`src/rtl/checker_pkg.sv`:
```
// checker_pkg
//   Definitions shared by cpu_checker and checker_log_collector:
//   record format codes, error bit positions and record field widths.
package checker_pkg;

  // Per-cycle record format reported by cpu_checker.
  // FMT_INV is never logged.
  typedef enum logic [1:0] {
    FMT_NONE = 2'b00,
    FMT_REG  = 2'b01,
    FMT_MEM  = 2'b10,
    FMT_INV  = 2'b11
  } fmt_e;

  // Bit positions inside error_code.
  localparam int ERR_TIME = 0;
  localparam int ERR_PC   = 1;
  localparam int ERR_ADDR = 2;
  localparam int ERR_GRF  = 3;

  // Record field widths.
  // A logged entry is {seq, format_type, error_code}.
  localparam int FMT_W = 2;
  localparam int ERR_W = 4;

endpackage

```
`src/rtl/checker_log_collector_if.sv`:
```
// checker_log_collector_if
//   Bundles the record stream, the log read port and the status outputs of
//   checker_log_collector.
//   master : the side producing records and draining the log (checker/bench).
//   slave  : the collector itself.
//   Signals:
//     format_type, error_code  record stream from cpu_checker
//     clear                    soft clear of log, counters and overflow
//     rd_valid/rd_ready/rd_data  head-of-log handshake
//     level                    log occupancy
//     reg_cnt, mem_cnt, err_cnt, drop_cnt, overflow  statistics
interface checker_log_collector_if #(
  parameter int DEPTH = 8,
  parameter int CNT_W = 16
);
  logic [1:0]               format_type;
  logic [3:0]               error_code;
  logic                     clear;
  logic                     rd_ready;
  logic                     rd_valid;
  logic [CNT_W+5:0]         rd_data;
  logic [$clog2(DEPTH):0]   level;
  logic [CNT_W-1:0]         reg_cnt;
  logic [CNT_W-1:0]         mem_cnt;
  logic [CNT_W-1:0]         err_cnt;
  logic [CNT_W-1:0]         drop_cnt;
  logic                     overflow;

  modport master (
    output format_type, error_code, clear, rd_ready,
    input  rd_valid, rd_data, level, reg_cnt, mem_cnt, err_cnt, drop_cnt, overflow
  );

  modport slave (
    input  format_type, error_code, clear, rd_ready,
    output rd_valid, rd_data, level, reg_cnt, mem_cnt, err_cnt, drop_cnt, overflow
  );
endinterface

```
`src/rtl/log_fifo.sv`:
```
// log_fifo
//   Synchronous FIFO with a registered head output.
//   An entry pushed into an empty FIFO is visible on dout after that edge.
//   Ports:
//     clk, reset (sync, active-low)
//     flush  synchronous empty
//     push   write din (ignored when full unless a pop happens in the same cycle)
//     pop    consume the head (ignored when empty)
//     full, empty   derived from pointers that carry one extra wrap bit
//     level, valid, dout   registered occupancy / head-present / head data
module log_fifo #(
  parameter int WIDTH = 22,
  parameter int DEPTH = 8
) (
  input  logic               clk,
  input  logic               reset,
  input  logic               flush,
  input  logic               push,
  input  logic [WIDTH-1:0]   din,
  input  logic               pop,
  output logic               full,
  output logic               empty,
  output logic [$clog2(DEPTH):0] level,
  output logic               valid,
  output logic [WIDTH-1:0]   dout
);
  localparam int AW = $clog2(DEPTH);

  logic [WIDTH-1:0] mem [DEPTH];
  logic [AW:0]      wr_ptr_reg, rd_ptr_reg;
  logic [AW:0]      wr_ptr_next, rd_ptr_next;
  logic [AW:0]      level_reg;
  logic             valid_reg;
  logic [WIDTH-1:0] dout_reg;
  logic             do_push, do_pop;

  assign empty = (wr_ptr_reg == rd_ptr_reg);
  assign full  = (wr_ptr_reg[AW] != rd_ptr_reg[AW]) &&
                 (wr_ptr_reg[AW-1:0] == rd_ptr_reg[AW-1:0]);

  assign do_pop  = pop && !empty;
  // A pop frees the slot this cycle, so a full FIFO can still take a push.
  assign do_push = push && (!full || do_pop);

  assign wr_ptr_next = wr_ptr_reg + (AW+1)'(do_push);
  assign rd_ptr_next = rd_ptr_reg + (AW+1)'(do_pop);

  always_ff @(posedge clk) begin
    if (do_push) begin
      mem[wr_ptr_reg[AW-1:0]] <= din;
    end
  end

  always_ff @(posedge clk) begin
    if (!reset || flush) begin
      wr_ptr_reg <= '0;
      rd_ptr_reg <= '0;
      level_reg  <= '0;
      valid_reg  <= 1'b0;
      dout_reg   <= '0;
    end else begin
      wr_ptr_reg <= wr_ptr_next;
      rd_ptr_reg <= rd_ptr_next;
      level_reg  <= wr_ptr_next - rd_ptr_next;
      valid_reg  <= (wr_ptr_next != rd_ptr_next);
      // Registered read of the next head. The written slot can only be the
      // next head when the entry being pushed becomes the sole entry, so
      // forward din in that case instead of the stale memory word.
      if (do_push && (wr_ptr_reg[AW-1:0] == rd_ptr_next[AW-1:0])) begin
        dout_reg <= din;
      end else begin
        dout_reg <= mem[rd_ptr_next[AW-1:0]];
      end
    end
  end

  assign level = level_reg;
  assign valid = valid_reg;
  assign dout  = dout_reg;
endmodule

```
`src/rtl/checker_log_collector.sv`:
```
// checker_log_collector
//   Turns each completed cpu_checker record (format 01 or 10) into a
//   sequence-numbered entry in a small log FIFO and keeps saturating
//   statistics counters.
//   Ports:
//     clk    rising-edge clock
//     reset  synchronous, active-low; clears everything including seq
//     bus    checker_log_collector_if.slave: record stream, clear, read
//            handshake (rd_valid/rd_ready/rd_data), level and statistics
module checker_log_collector
  import checker_pkg::*;
#(
  parameter int DEPTH = 8,
  parameter int CNT_W = 16
) (
  input  logic clk,
  input  logic reset,
  checker_log_collector_if.slave bus
);
  localparam int REC_W = CNT_W + FMT_W + ERR_W;

  logic             is_event;
  logic             push;
  logic             pop;
  logic             drop;
  logic             fifo_full;
  logic             fifo_empty;
  logic [CNT_W-1:0] seq_reg;
  logic [CNT_W-1:0] reg_cnt_reg, mem_cnt_reg, err_cnt_reg, drop_cnt_reg;
  logic             overflow_reg;

  function automatic logic [CNT_W-1:0] sat_inc(input logic [CNT_W-1:0] v);
    return (&v) ? v : v + CNT_W'(1);
  endfunction

  // Format 11 is treated exactly like 00.
  assign is_event = (bus.format_type == FMT_REG) || (bus.format_type == FMT_MEM);
  assign pop      = !fifo_empty && bus.rd_ready;
  // A clear discards a coinciding event entirely.
  assign push     = is_event && !bus.clear;
  assign drop     = push && fifo_full && !pop;

  log_fifo #(
    .WIDTH (REC_W),
    .DEPTH (DEPTH)
  ) u_log_fifo (
    .clk   (clk),
    .reset (reset),
    .flush (bus.clear),
    .push  (push),
    .din   ({seq_reg, bus.format_type, bus.error_code}),
    .pop   (pop),
    .full  (fifo_full),
    .empty (fifo_empty),
    .level (bus.level),
    .valid (bus.rd_valid),
    .dout  (bus.rd_data)
  );

  always_ff @(posedge clk) begin
    if (!reset) begin
      seq_reg      <= '0;
      reg_cnt_reg  <= '0;
      mem_cnt_reg  <= '0;
      err_cnt_reg  <= '0;
      drop_cnt_reg <= '0;
      overflow_reg <= 1'b0;
    end else if (bus.clear) begin
      // seq survives a soft clear so numbering stays unique across clears.
      reg_cnt_reg  <= '0;
      mem_cnt_reg  <= '0;
      err_cnt_reg  <= '0;
      drop_cnt_reg <= '0;
      overflow_reg <= 1'b0;
    end else if (is_event) begin
      seq_reg <= seq_reg + CNT_W'(1);
      if (bus.format_type == FMT_REG) begin
        reg_cnt_reg <= sat_inc(reg_cnt_reg);
      end else begin
        mem_cnt_reg <= sat_inc(mem_cnt_reg);
      end
      if (bus.error_code != '0) begin
        err_cnt_reg <= sat_inc(err_cnt_reg);
      end
      if (drop) begin
        drop_cnt_reg <= sat_inc(drop_cnt_reg);
        overflow_reg <= 1'b1;
      end
    end
  end

  assign bus.reg_cnt  = reg_cnt_reg;
  assign bus.mem_cnt  = mem_cnt_reg;
  assign bus.err_cnt  = err_cnt_reg;
  assign bus.drop_cnt = drop_cnt_reg;
  assign bus.overflow = overflow_reg;
endmodule

```
`src/flat_wrapper.sv`:
```
// flat-port wrapper written by rule: the top's interface ports become plain ports
module checker_log_collector_flat import checker_pkg::*;
#(
  parameter int DEPTH = 8,
  parameter int CNT_W = 16
)
  (clk, reset, bus_format_type, bus_error_code, bus_clear, bus_rd_ready, bus_rd_valid, bus_rd_data, bus_level, bus_reg_cnt, bus_mem_cnt, bus_err_cnt, bus_drop_cnt, bus_overflow);
  checker_log_collector_if #(.DEPTH(DEPTH), .CNT_W(CNT_W)) bus_i ();
  input  logic clk;
  input  logic reset;
  input wire logic [$bits(bus_i.format_type)-1:0] bus_format_type;
  input wire logic [$bits(bus_i.error_code)-1:0] bus_error_code;
  input wire logic [$bits(bus_i.clear)-1:0] bus_clear;
  input wire logic [$bits(bus_i.rd_ready)-1:0] bus_rd_ready;
  output wire logic [$bits(bus_i.rd_valid)-1:0] bus_rd_valid;
  output wire logic [$bits(bus_i.rd_data)-1:0] bus_rd_data;
  output wire logic [$bits(bus_i.level)-1:0] bus_level;
  output wire logic [$bits(bus_i.reg_cnt)-1:0] bus_reg_cnt;
  output wire logic [$bits(bus_i.mem_cnt)-1:0] bus_mem_cnt;
  output wire logic [$bits(bus_i.err_cnt)-1:0] bus_err_cnt;
  output wire logic [$bits(bus_i.drop_cnt)-1:0] bus_drop_cnt;
  output wire logic [$bits(bus_i.overflow)-1:0] bus_overflow;
  assign bus_i.format_type = bus_format_type;
  assign bus_i.error_code = bus_error_code;
  assign bus_i.clear = bus_clear;
  assign bus_i.rd_ready = bus_rd_ready;
  assign bus_rd_valid = bus_i.rd_valid;
  assign bus_rd_data = bus_i.rd_data;
  assign bus_level = bus_i.level;
  assign bus_reg_cnt = bus_i.reg_cnt;
  assign bus_mem_cnt = bus_i.mem_cnt;
  assign bus_err_cnt = bus_i.err_cnt;
  assign bus_drop_cnt = bus_i.drop_cnt;
  assign bus_overflow = bus_i.overflow;
  checker_log_collector #(.DEPTH(DEPTH), .CNT_W(CNT_W)) u_core (.clk(clk), .reset(reset), .bus(bus_i));
endmodule
```
`config.mk`:
```
export PLATFORM = sky130hd
export DESIGN_NAME = checker_log_collector_flat
export DESIGN_NICKNAME = d
export VERILOG_FILES = /design/src/rtl/checker_pkg.sv /design/src/rtl/checker_log_collector_if.sv /design/src/rtl/log_fifo.sv /design/src/rtl/checker_log_collector.sv /design/src/flat_wrapper.sv
export SDC_FILE = /design/constraint.sdc
export NUM_CORES = 1
export LEC_CHECK = 0
export BUFFER_PORTS_ARGS = -buffer_cell sky130_fd_sc_hd__clkbuf_2
export CORE_MARGIN = 1
export CORE_UTILIZATION = 50
export DETAILED_ROUTE_END_ITERATION = 8
export PLACE_DENSITY = 0.72
export SLEW_MARGIN = 10
export SYNTH_ARGS = -nofsm -noshare
export SYNTH_HDL_FRONTEND = slang
export SYNTH_SLANG_ARGS = --single-unit
```
`constraint.sdc`:
```
create_clock -name clk -period 7.72 [get_ports clk]
set_clock_uncertainty 0.15 [all_clocks]
set_input_delay 0.772 -clock clk [delete_from_list [all_inputs] [get_ports clk]]
set_output_delay 0.772 -clock clk [all_outputs]
set_load 0.005 [all_outputs]
```
==> results of run 1 <==
-- power breakdown --
group	total, W	internal, W	switching [W]
clock	0.00137	0.000802	0.000567
combinational	0.000113	0.0000464	0.0000666
sequential	0.00167	0.00166	0.0000107
total	0.00315	0.00251	0.000645
-- cell families after synthesis --
group,share of synthesized area [%]
AO/OA/AOI/OAI,5.64
XOR/XNOR,4.53
AND/OR/NAND/NOR,11.9
adder cells (fa/ha/maj),1.55
flip-flops,64.5
multiplexers,10.4
buffers and inverters,1.46
-- final cells by class --
class                      instances  area, um2  area share, %
tap                              313        392           2.86
timing repair buffer             113        596           4.35
multi-input combinational        531       4130           30.2
clock buffer                      37        774           5.66
sequential                       292       7610           55.6
clock inverter                    14        149           1.09
inverter                           8       30.0          0.220
-- final timing paths --
path	startpoint	endpoint	slack, ns	cells after the start
hold / removal	u_core.bus.err_cnt[9]	u_core.bus.err_cnt[9]	0.35	2
setup / recovery	u_core.u_log_fifo.wr_ptr_reg[0]	u_core.u_log_fifo.dout[6]	3.68	12
setup reg to reg	u_core.u_log_fifo.wr_ptr_reg[0]	u_core.u_log_fifo.dout[6]	3.68	12
hold reg to reg	u_core.bus.err_cnt[9]	u_core.bus.err_cnt[9]	0.35	2
-- placed cells by master, fill, tap and decap left out, types with 7 or more instances in the layout --
| cell type | instances |
|---|---|
| a21oi_1 | 42 |
| clkbuf_16 | 28 |
| mux2i_1 | 24 |
| nor2_1 | 65 |
| xor2_1 | 27 |
| xnor2_1 | 33 |
| dfxtp_1 | 116 |
| mux4_2 | 44 |
| or4_1 | 9 |
| edfxtp_1 | 176 |
| inv_1 | 8 |
| nor3_1 | 12 |
| or3_1 | 11 |
| nor4_1 | 10 |
| and2_1 | 23 |
| o21ai_0 | 40 |
| ha_1 | 11 |
| clkbuf_2 | 101 |
| nand4_1 | 26 |
| and4_1 | 7 |
| a211oi_1 | 7 |
| buf_4 | 12 |
| nand2_1 | 46 |
| nand3_1 | 31 |
| and3_1 | 9 |
-- worst max-delay path, delay by kind of cell, from the launching register on --
kind | cells | cell delay, ns
buffers and inverters | 2 | 0.94
adder cells (fa/ha/maj) | 2 | 0.82
AO/OA/AOI/OAI | 4 | 0.67
flip-flops | 1 | 0.57
AND/OR/NAND/NOR | 2 | 0.41
XOR/XNOR | 2 | 0.39
-- stage by stage --
| stage | instance area (um2) | util [%] | std cells | power [W] | hold slack, ns |
|---|---|---|---|---|---|
| final | 13700 | 59.7 | 1308 | 0.00315 | 0.349 |
| after global routing | 13700 | 59.7 | 1308 | 0.00325 | 0.372 |
| after CTS | 13700 | 59.7 | 1308 | 0.00318 | 0.350 |
| after detailed placement | 12800 | 55.7 | 1257 | 0.00182 | 0.320 |
| after global placement | 12800 | 55.7 | 1257 | 0.00182 | 0.327 |
| after floorplan | 11800 | - | 867 | 0.00177 | 0.310 |
-- Yosys cell counts, types with 16 or more instances --
| cell type | instances |
|---|---|
| a21oi_1 | 42 |
| and2_1 | 23 |
| clkbuf_1 | 25 |
| dfxtp_1 | 116 |
| edfxtp_1 | 176 |
| mux2i_1 | 24 |
| mux4_2 | 44 |
| nand2_1 | 46 |
| nand3_1 | 31 |
| nand4_1 | 26 |
| nor2_1 | 68 |
| nor3_1 | 16 |
| o21ai_0 | 40 |
| xnor2_1 | 33 |
| xor2_1 | 28 |
-- per-layer routing --
layer	share of wire (%)	up-vias	track usage, %
met2	47	215	33.3
met5	0	-	0
li1	-	3508	-
met4	2.1	0	5.60
met3	6.2	41	4.08
met1	44	3632	29.4
==> metrics, run 1 <==
max reg flops=about 180; Post-synth ARST share=0%; slowest CP cell=ha_2; sequential share of the synthesized area=64.5%; CTS Buf Count=28; DRT antenna net count=0; Rel. slew slack=roughly 28%; TritonCTS clock tree=built; Worst VDD drop=0.135 mV; clock buffer depth=3; Clock Pin Slew Worst Setup and Hold Paths=~0.06 ns; max-slew violation count=0; crit path DAT=4.35 ns; final net count=998; top cells by area, synth=edfxtp_1 (45%), dfxtp_1 (20%), mux4_2 (8.4%); global-route wire length before repair=39300 um; CP Launch Type=flop; gpl congestion=around 0.82; CP most frequent cell=buf_4; Final Hold Fails=0; CTS H-Tree Depth=1; WL/cell=18.8 um; die height=156 um; number of distinct library cells after synthesis=47; via count=7396; pre-CTS setup slack=3.78 ns; initial antenna violation count=0; gr ovfl total=0; crit-path max FO=44; post-detail-place hpwl=14900 um; final worst slack=3.68 ns; Pwr per Cell Area=231 nW/um2; largest net degree at the start of global routing=64; Clk Latency, worst-skew pair=0.55 ns; layout cells sized above 1=21.7%; syn nets=891; main flop type after synthesis=edfxtp_1; Synth Register Bits=slightly below 300; CP max stage delay=0.61 ns; Setup Crit Path Kind=flop to flop; Clock Sinks=292; initial DRC count=537; status=complete, no violations; number of global-route vias before repair=7168; # fillers=1821; area leader, netlist=edfxtp_1; Post-CTS Setup Bufs=0; number of enable flip-flop cells after synthesis=between 150 and 200; setup violators final=0; Syn Area/Cell=13.6 um2; static leakage=between 4 and 5 nW; gr usage total=20.9%; vias per cell=between 5 and 6; row count=55; TNS Setup=0 ns; final routed DRC violation total=0; Post-Syn Area=11800 um2; Initial Util=between 50 and 60%; max-cap violations=0; Resize count post-CTS=0; Horiz. Die Dim=156 um; root buffer cell=clkbuf_16; Port Buffers=101; worst path cell trace=xnor2_1, and3_1, a21boi_0, ha_4, ha_2, buf_4, xor2_1, nor2_1, o2111ai_4, buf_4, o21ai_0, a21oi_1; synth-to-layout area growth=15.9%; WL final=24500 um; hold crit path type=flop to flop; io pins=102; Die Footprint=24200 um2; CTS Hold Bufs=0; Mapped Cells=a little under 900; Req. time, crit path=8.04 ns; Synth warnings=0; RSZ-0062 raised after global routing=no; DRT Pass-1 Iters=5; Synth top area share=between 40% and 50%; period utilization=52.3%; Worst-Margin Slew=between 1 and 1.5 ns; ANT cells=0; Worst setup EP type=flop; clock period minus worst slack=4.04 ns; f_max=about 250 MHz; Core ar.=roughly 23000 um2
No activity file was read; power rests on OpenSTA's default activity.
==> run 2, diff against run 1 <==
==> constraint.sdc (replaced) <==
create_clock -name clk -period 3.9 [get_ports clk]
set_clock_uncertainty 0.15 [all_clocks]
set_input_delay 0.39 -clock clk [delete_from_list [all_inputs] [get_ports clk]]
set_output_delay 0.39 -clock clk [all_outputs]
set_load 0.005 [all_outputs]
==> run 2 against run 1 <==
  * Global-route usage is 0.095 points higher
  * Register-to-register slack worse by 3.2 ns
  * Count of clock-buffer cells in the layout decreased by 7
  * Worst setup slack got worse by 3.2 ns
  * Flip-flop and latch count stayed put
  * Non-clock buffer count up 9
  * Fmax is 20% higher
  * Power rose by 110%
  * Via count increased by 1.0%
  * Critical path type unchanged
  * Largest power group unchanged
==> metrics, run 2 (synthesis gave the netlist of run 1 again) <==
Pwr per Cell Area=471 nW/um2 (was 231 nW/um2); max-cap violations=0 (unchanged); static leakage=4.63 nW (was 4.53 nW); Clock Pin Slew Worst Setup and Hold Paths=0.06 ns (about the same); gr ovfl total=0 (unchanged); Horiz. Die Dim=156 um (unchanged); Final Hold Fails=0 (unchanged); layout cells sized above 1=22.9% (was 21.7%); Worst VDD drop=0.321 mV (was 0.135 mV); Port Buffers=101 (unchanged); slowest CP cell=dfxtp_1 (was ha_2); f_max=297 MHz (was 248 MHz); Non-Filler Instances=1322 (was 1308); WL/cell=18.7 um (was 18.8 um); gr usage total=21.0% (was 20.9%); DRT antenna net count=0 (unchanged); period utilization=86.3% (was 52.3%); Clk Latency, worst-skew pair=0.55 ns (about the same); Clock Sinks=292 (unchanged); Power, Total=0.00655 W (was 0.00315 W); CTS H-Tree Depth=1 (unchanged); TritonCTS clock tree=built (unchanged); RSZ-0062 raised after global routing=no (unchanged); Req. time, crit path=4.22 ns (was 8.04 ns); initial antenna violation count=0 (unchanged); number of global-route vias before repair=7317 (was 7168); Rel. slew slack=31.5% (was 28.2%); synth-to-layout area growth=17.8% (was 15.9%); commonest non-fill, non-tap cell in the layout=edfxtp_1 (unchanged); Worst Reg-to-Reg Cells=11 (was 12); via count=7472 (was 7396); FF/Latch Area=7610 um2 (unchanged); clock buffer depth=3 (unchanged); row count=55 (unchanged); R2R Setup Slk=0.53 ns (was 3.68 ns); Worst setup EP type=flop (unchanged); global-route wire length before repair=39400 um (was 39300 um); final net count=1009 (was 998); worst path cell trace=xnor2_1, and3_1, a21boi_0, ha_4, ha_2, xor2_1, nor2_1, o2111ai_4, buf_4, o21ai_0, a21oi_1 (was xnor2_1, and3_1, a21boi_0, ha_4, ha_2, buf_4, xor2_1, nor2_1, o2111ai_4, buf_4, o21ai_0, a21oi_1); ANT cells=0 (unchanged); crit-path max FO=44 (unchanged); setup violators final=0 (unchanged); Resize count post-CTS=0 (unchanged); hold crit path type=primary input to flop (was flop to flop); final routed DRC violation total=0 (unchanged); Worst-Margin Slew=1.03 ns (was 1.08 ns); Multi-input gate area=4120 um2 (was 4130 um2); WL final=24700 um (was 24500 um); fin util=60.7% (was 59.7%); die height=156 um (unchanged); # fillers=1764 (was 1821); DRT Pass-1 Iters=5 (unchanged); max reg flops=176 (unchanged); gpl congestion=0.794 (was 0.816); Setup Crit Path Kind=flop to flop (unchanged); io pins=102 (unchanged); root buffer cell=clkbuf_16 (unchanged); CP max stage delay=0.58 ns (was 0.61 ns); post-detail-place hpwl=14600 um (was 14900 um); hold-critical path depth=1 (was 2); crit path DAT=3.69 ns (was 4.35 ns); Die Footprint=24200 um2 (unchanged); largest net degree at the start of global routing=45 (was 64); CP Launch Type=flop (unchanged); Initial Util=51.5% (unchanged); Post-Place Cells=1263 (was 1257); vias per cell=5.65 (about the same); max-slew violation count=0 (unchanged); status=complete, no violations (unchanged); Core ar.=22900 um2 (unchanged); CTS Buf Count=30 (was 28); highest-count cells in the layout ignoring fill and taps=edfxtp_1 (176), dfxtp_1 (116), clkbuf_2 (101) (unchanged); initial DRC count=418 (was 537); clock period minus worst slack=3.37 ns (was 4.04 ns); TNS Setup=0 ns (unchanged)
## run 2: cell count changes in the layout (fill, tap and decap cells not counted), sizes merged
cell,before,now
clkinv,11,14
bufinv,3,6
dlygate4sd3,0,3
clkbuf,138,131
clkinvlp,0,6
buf,12,18
## run 2: power by group
part | total [W] | internal [W] | switching, W | leakage (nW)
combinational | 0.000231 | 0.0000965 | 0.000135 | 1.64
sequential | 0.00331 | 0.00329 | 0.0000211 | 2.49
clock | 0.00301 | 0.00180 | 0.00120 | 0.497
## run 2: repair_timing
action | in CTS | in global routing
hold buffers | 3 | 0
hold endpoints to repair | 18 | 0
setup buffers | 0 | 0
## run 2: layout make-up
cell class                 instances  area share [%]
multi-input combinational        531            29.7
clock buffer                      30            5.40
inverter                           8           0.216
sequential                       292            54.7
clock inverter                    26            2.17
tap                              313            2.82
timing repair buffer             122            5.00
## run 2: per-layer routing
metal,track usage [%],vias up,wire (um)
met3,3.81,38,1240
met2,36.0,200,12200
met1,27.7,3707,10800
met4,5.28,0,515
li1,-,3527,-
met5,0,-,0
## run 2: per-stage QoR
step	cell area (um2)	hold slack, ns	setup WS, ns
after floorplan	11800	0.310	0.352
after global placement	12800	0.323	0.706
after detailed placement	12800	0.315	0.566
after CTS	13900	0.00795	0.519
after global routing	13900	0.0333	0.286
final	13900	0.0314	0.533
## run 2: critical path, delay by kind of cell, from the launching register on
family | cells | cell delay (ns)
fa+ha+maj | 2 | 0.70
compound gates | 4 | 0.62
flops | 1 | 0.58
buf+inv | 1 | 0.45
simple gates | 2 | 0.41
xor+xnor | 2 | 0.36
## run 2: path summary, 6_finish.rpt
kind	startpoint	end
min reg2reg	u_core.bus.overflow	u_core.bus.overflow
max reg2reg	u_core.u_log_fifo.wr_ptr_reg[0]	u_core.u_log_fifo.dout[20]
max	u_core.u_log_fifo.wr_ptr_reg[0]	u_core.u_log_fifo.dout[20]
min	bus_error_code[0]	u_core.u_log_fifo.mem[1][0]
==> run 3, diff against run 2 <==
--- a/config.mk
+++ b/config.mk
@@ -7,9 +7,9 @@
 export LEC_CHECK = 0
 export BUFFER_PORTS_ARGS = -buffer_cell sky130_fd_sc_hd__clkbuf_2
 export CORE_MARGIN = 1
-export CORE_UTILIZATION = 50
+export CORE_UTILIZATION = 55
 export DETAILED_ROUTE_END_ITERATION = 8
-export PLACE_DENSITY = 0.72
+export PLACE_DENSITY = 0.77
 export SLEW_MARGIN = 10
 export SYNTH_ARGS = -nofsm -noshare
 export SYNTH_HDL_FRONTEND = slang
==> constraint.sdc (replaced) <==
create_clock -name clk -period 4.16 [get_ports clk]
set_clock_uncertainty 0.15 [all_clocks]
set_input_delay 0.416 -clock clk [delete_from_list [all_inputs] [get_ports clk]]
set_output_delay 0.416 -clock clk [all_outputs]
set_load 0.005 [all_outputs]
==> run 3 against run 2 <==
  * Flip-flop and latch count unchanged
  * Register-to-register slack about the same
  * Count of clock-buffer cells in the layout increased by 7
  * First-iteration DRC count decreased by 3.8%
  * Wire length decreased by 2.8%
  * Non-clock buffer count decreased by 6
  * Via count decreased by 1.2%
  * Core utilization increased by 4.7 points
  * Sequential share of layout area increased by 0.62 points
  * Global-route usage increased by 1.4 points
  * Worst hold slack improved by 0.0083 ns
  * Fmax decreased by 6.9%
  * Largest cell class unchanged
==> metrics, run 3 (synthesis gave the netlist of run 1 again) <==
status=complete, no violations (unchanged); final net count=1002 (was 1009); ANT cells=0 (unchanged); CP Launch Type=flop (unchanged); WL final=24000 um (was 24700 um); TNS Setup=0 ns (unchanged); DRT antenna net count=0 (unchanged); Initial Util=56.1% (was 51.5%); clock period minus worst slack=3.62 ns (was 3.37 ns); max-slew violation count=0 (unchanged); Clk Latency, worst-skew pair=0.54 ns (was 0.55 ns); crit-path max FO=45 (was 44); Worst setup EP type=flop (unchanged); initial DRC count=402 (was 418); DP Area=12700 um2 (was 12800 um2); CTS H-Tree Depth=1 (unchanged); R2R Setup Slk=0.54 ns (was 0.53 ns); gpl congestion=0.811 (was 0.794); pre-CTS setup slack=0.499 ns (was 0.566 ns); WL/cell=18.9 um (was 18.7 um); post-detail-place hpwl=14500 um (was 14600 um); die height=148 um (was 156 um); crit path DAT=3.89 ns (was 3.69 ns); Worst-Margin Slew=1.13 ns (was 1.03 ns); CTS Hold Bufs=0 (was 3); vias per cell=5.79 (was 5.65); final instance area=13700 um2 (was 13900 um2); Final Hold Fails=0 (unchanged); reg2reg start=u_core.u_log_fifo.wr_ptr_reg[0] (unchanged); Post-Place Cells=1222 (was 1263); Worst VDD drop=0.361 mV (was 0.321 mV); Core ar.=21000 um2 (was 22900 um2); io pins=102 (unchanged); hold crit path type=primary input to flop (unchanged); Worst Reg-to-Reg Cells=12 (was 11); period utilization=86.9% (was 86.3%); Pwr per Cell Area=440 nW/um2 (was 471 nW/um2); static leakage=4.58 nW (was 4.63 nW); Setup Crit Path Kind=flop to flop (unchanged); gr ovfl total=0 (unchanged); root buffer cell=clkbuf_16 (unchanged); RSZ-0062 raised after global routing=no (unchanged); clock buffer depth=3 (unchanged); gr usage total=22.4% (was 21.0%); initial antenna violation count=0 (unchanged); Port Buffers=101 (unchanged); Rel. slew slack=24.9% (was 31.5%); Horiz. Die Dim=148 um (was 156 um); largest net degree at the start of global routing=49 (was 45); Die Footprint=22000 um2 (was 24200 um2); Clock Sinks=292 (unchanged); Worst setup endpoint=u_core.u_log_fifo.level[3] (was u_core.u_log_fifo.dout[20]); synth-to-layout area growth=16.5% (was 17.8%); setup violators final=0 (unchanged); commonest non-fill, non-tap cell in the layout=edfxtp_1 (unchanged); global-route wire length before repair=38400 um (was 39400 um); # fillers=1521 (was 1764); Critical path origin=u_core.u_log_fifo.wr_ptr_reg[0] (unchanged); final worst slack=0.543 ns (was 0.533 ns); fin util=65.4% (was 60.7%); row count=53 (was 55); Worst R2R End=u_core.u_log_fifo.level[3] (was u_core.u_log_fifo.dout[20]); CTS Buf Count=29 (was 30); layout cells sized above 1=22.3% (was 22.9%); Clock Pin Slew Worst Setup and Hold Paths=0.06 ns (about the same); final routed DRC violation total=0 (unchanged); Req. time, crit path=4.44 ns (was 4.22 ns); DRT Pass-1 Iters=4 (was 5); max reg flops=176 (unchanged); via count=7385 (was 7472); f_max=276 MHz (was 297 MHz); number of global-route vias before repair=7266 (was 7317); Non-Filler Instances=1275 (was 1322); TritonCTS clock tree=built (unchanged); highest-count cells in the layout ignoring fill and taps=edfxtp_1 (176), dfxtp_1 (116), clkbuf_2 (101) (unchanged); max-cap violations=0 (unchanged); Resize count post-CTS=0 (unchanged); Post-CTS Setup Bufs=0 (unchanged)
-- run 3: cell types whose count changed in the layout (fill, tap and decap cells not counted) --
cell	change
clkbuf_8	+1
clkinv_1	-5
inv_6	+1
clkinv_2	-1
clkinv_8	-1
nor4_4	-1
clkinvlp_4	-4
clkbuf_16	-1
dlygate4sd3_1	-3
nor4_2	+1
clkbuf_1	+7
buf_4	-3
-- run 3: critical path: stages, from the launching register on --
cell      delay (ns)
dfxtp_1         0.55
xnor2_1         0.19
and3_1          0.30
a21boi_0        0.18
ha_4            0.20
ha_2            0.33
buf_4           0.52
inv_1           0.20
ha_1            0.34
a21o_1          0.18
a21oi_1         0.17
xor2_1          0.15
nor2_1          0.05
-- run 3: report_power, final --
group,leakage [nW],switching [W],internal [W],total [W]
clock network,0.485,0.00106,0.00167,0.00274
logic,1.61,0.000124,0.0000867,0.000211
registers,2.49,0.0000198,0.00308,0.00310
total,4.58,0.00121,0.00484,0.00605
-- run 3: worst min-delay path by stage --
stage	to	start	depth (start not counted)
2_1_floorplan	u_core.bus.overflow	u_core.bus.overflow	2
3_3_place_gp	u_core.bus.err_cnt[9]	u_core.bus.err_cnt[9]	2
3_5_place_dp	u_core.bus.overflow	u_core.bus.overflow	2
4_1_cts	u_core.u_log_fifo.mem[1][0]	bus_error_code[0]	1
5_1_grt	u_core.u_log_fifo.mem[5][0]	bus_error_code[0]	1
6_report	u_core.u_log_fifo.mem[5][0]	bus_error_code[0]	1
-- run 3: final cells by class --
| type | count | area [um2] | area share, % |
|---|---|---|---|
| inverter | 8 | 30.0 | 0.218 |
| multi-input combinational | 531 | 4110 | 29.9 |
| clock buffer | 37 | 766 | 5.57 |
| tap | 275 | 344 | 2.50 |
| sequential | 292 | 7610 | 55.3 |
| clock inverter | 16 | 240 | 1.75 |
| timing repair buffer | 116 | 643 | 4.68 |
-- run 3: per-layer routing --
| layer | global-route usage [%] | vias to the layer above | wire length (um) |
|---|---|---|---|
| li1 | - | 3513 | - |
| met1 | 30.0 | 3635 | 10400 |
| met2 | 37.2 | 210 | 11800 |
| met3 | 4.45 | 27 | 1460 |
| met4 | 6.60 | 0 | 393 |
| met5 | 0 | - | 0 |
-- run 3: stage by stage --
step / total power, W / hold slack [ns]
2_1_floorplan: 0.00329 / 0.310
3_3_place_gp: 0.00337 / 0.314
3_5_place_dp: 0.00337 / 0.320
4_1_cts: 0.00609 / 0.0213
5_1_grt: 0.00624 / 0.0398
6_report: 0.00605 / 0.0396
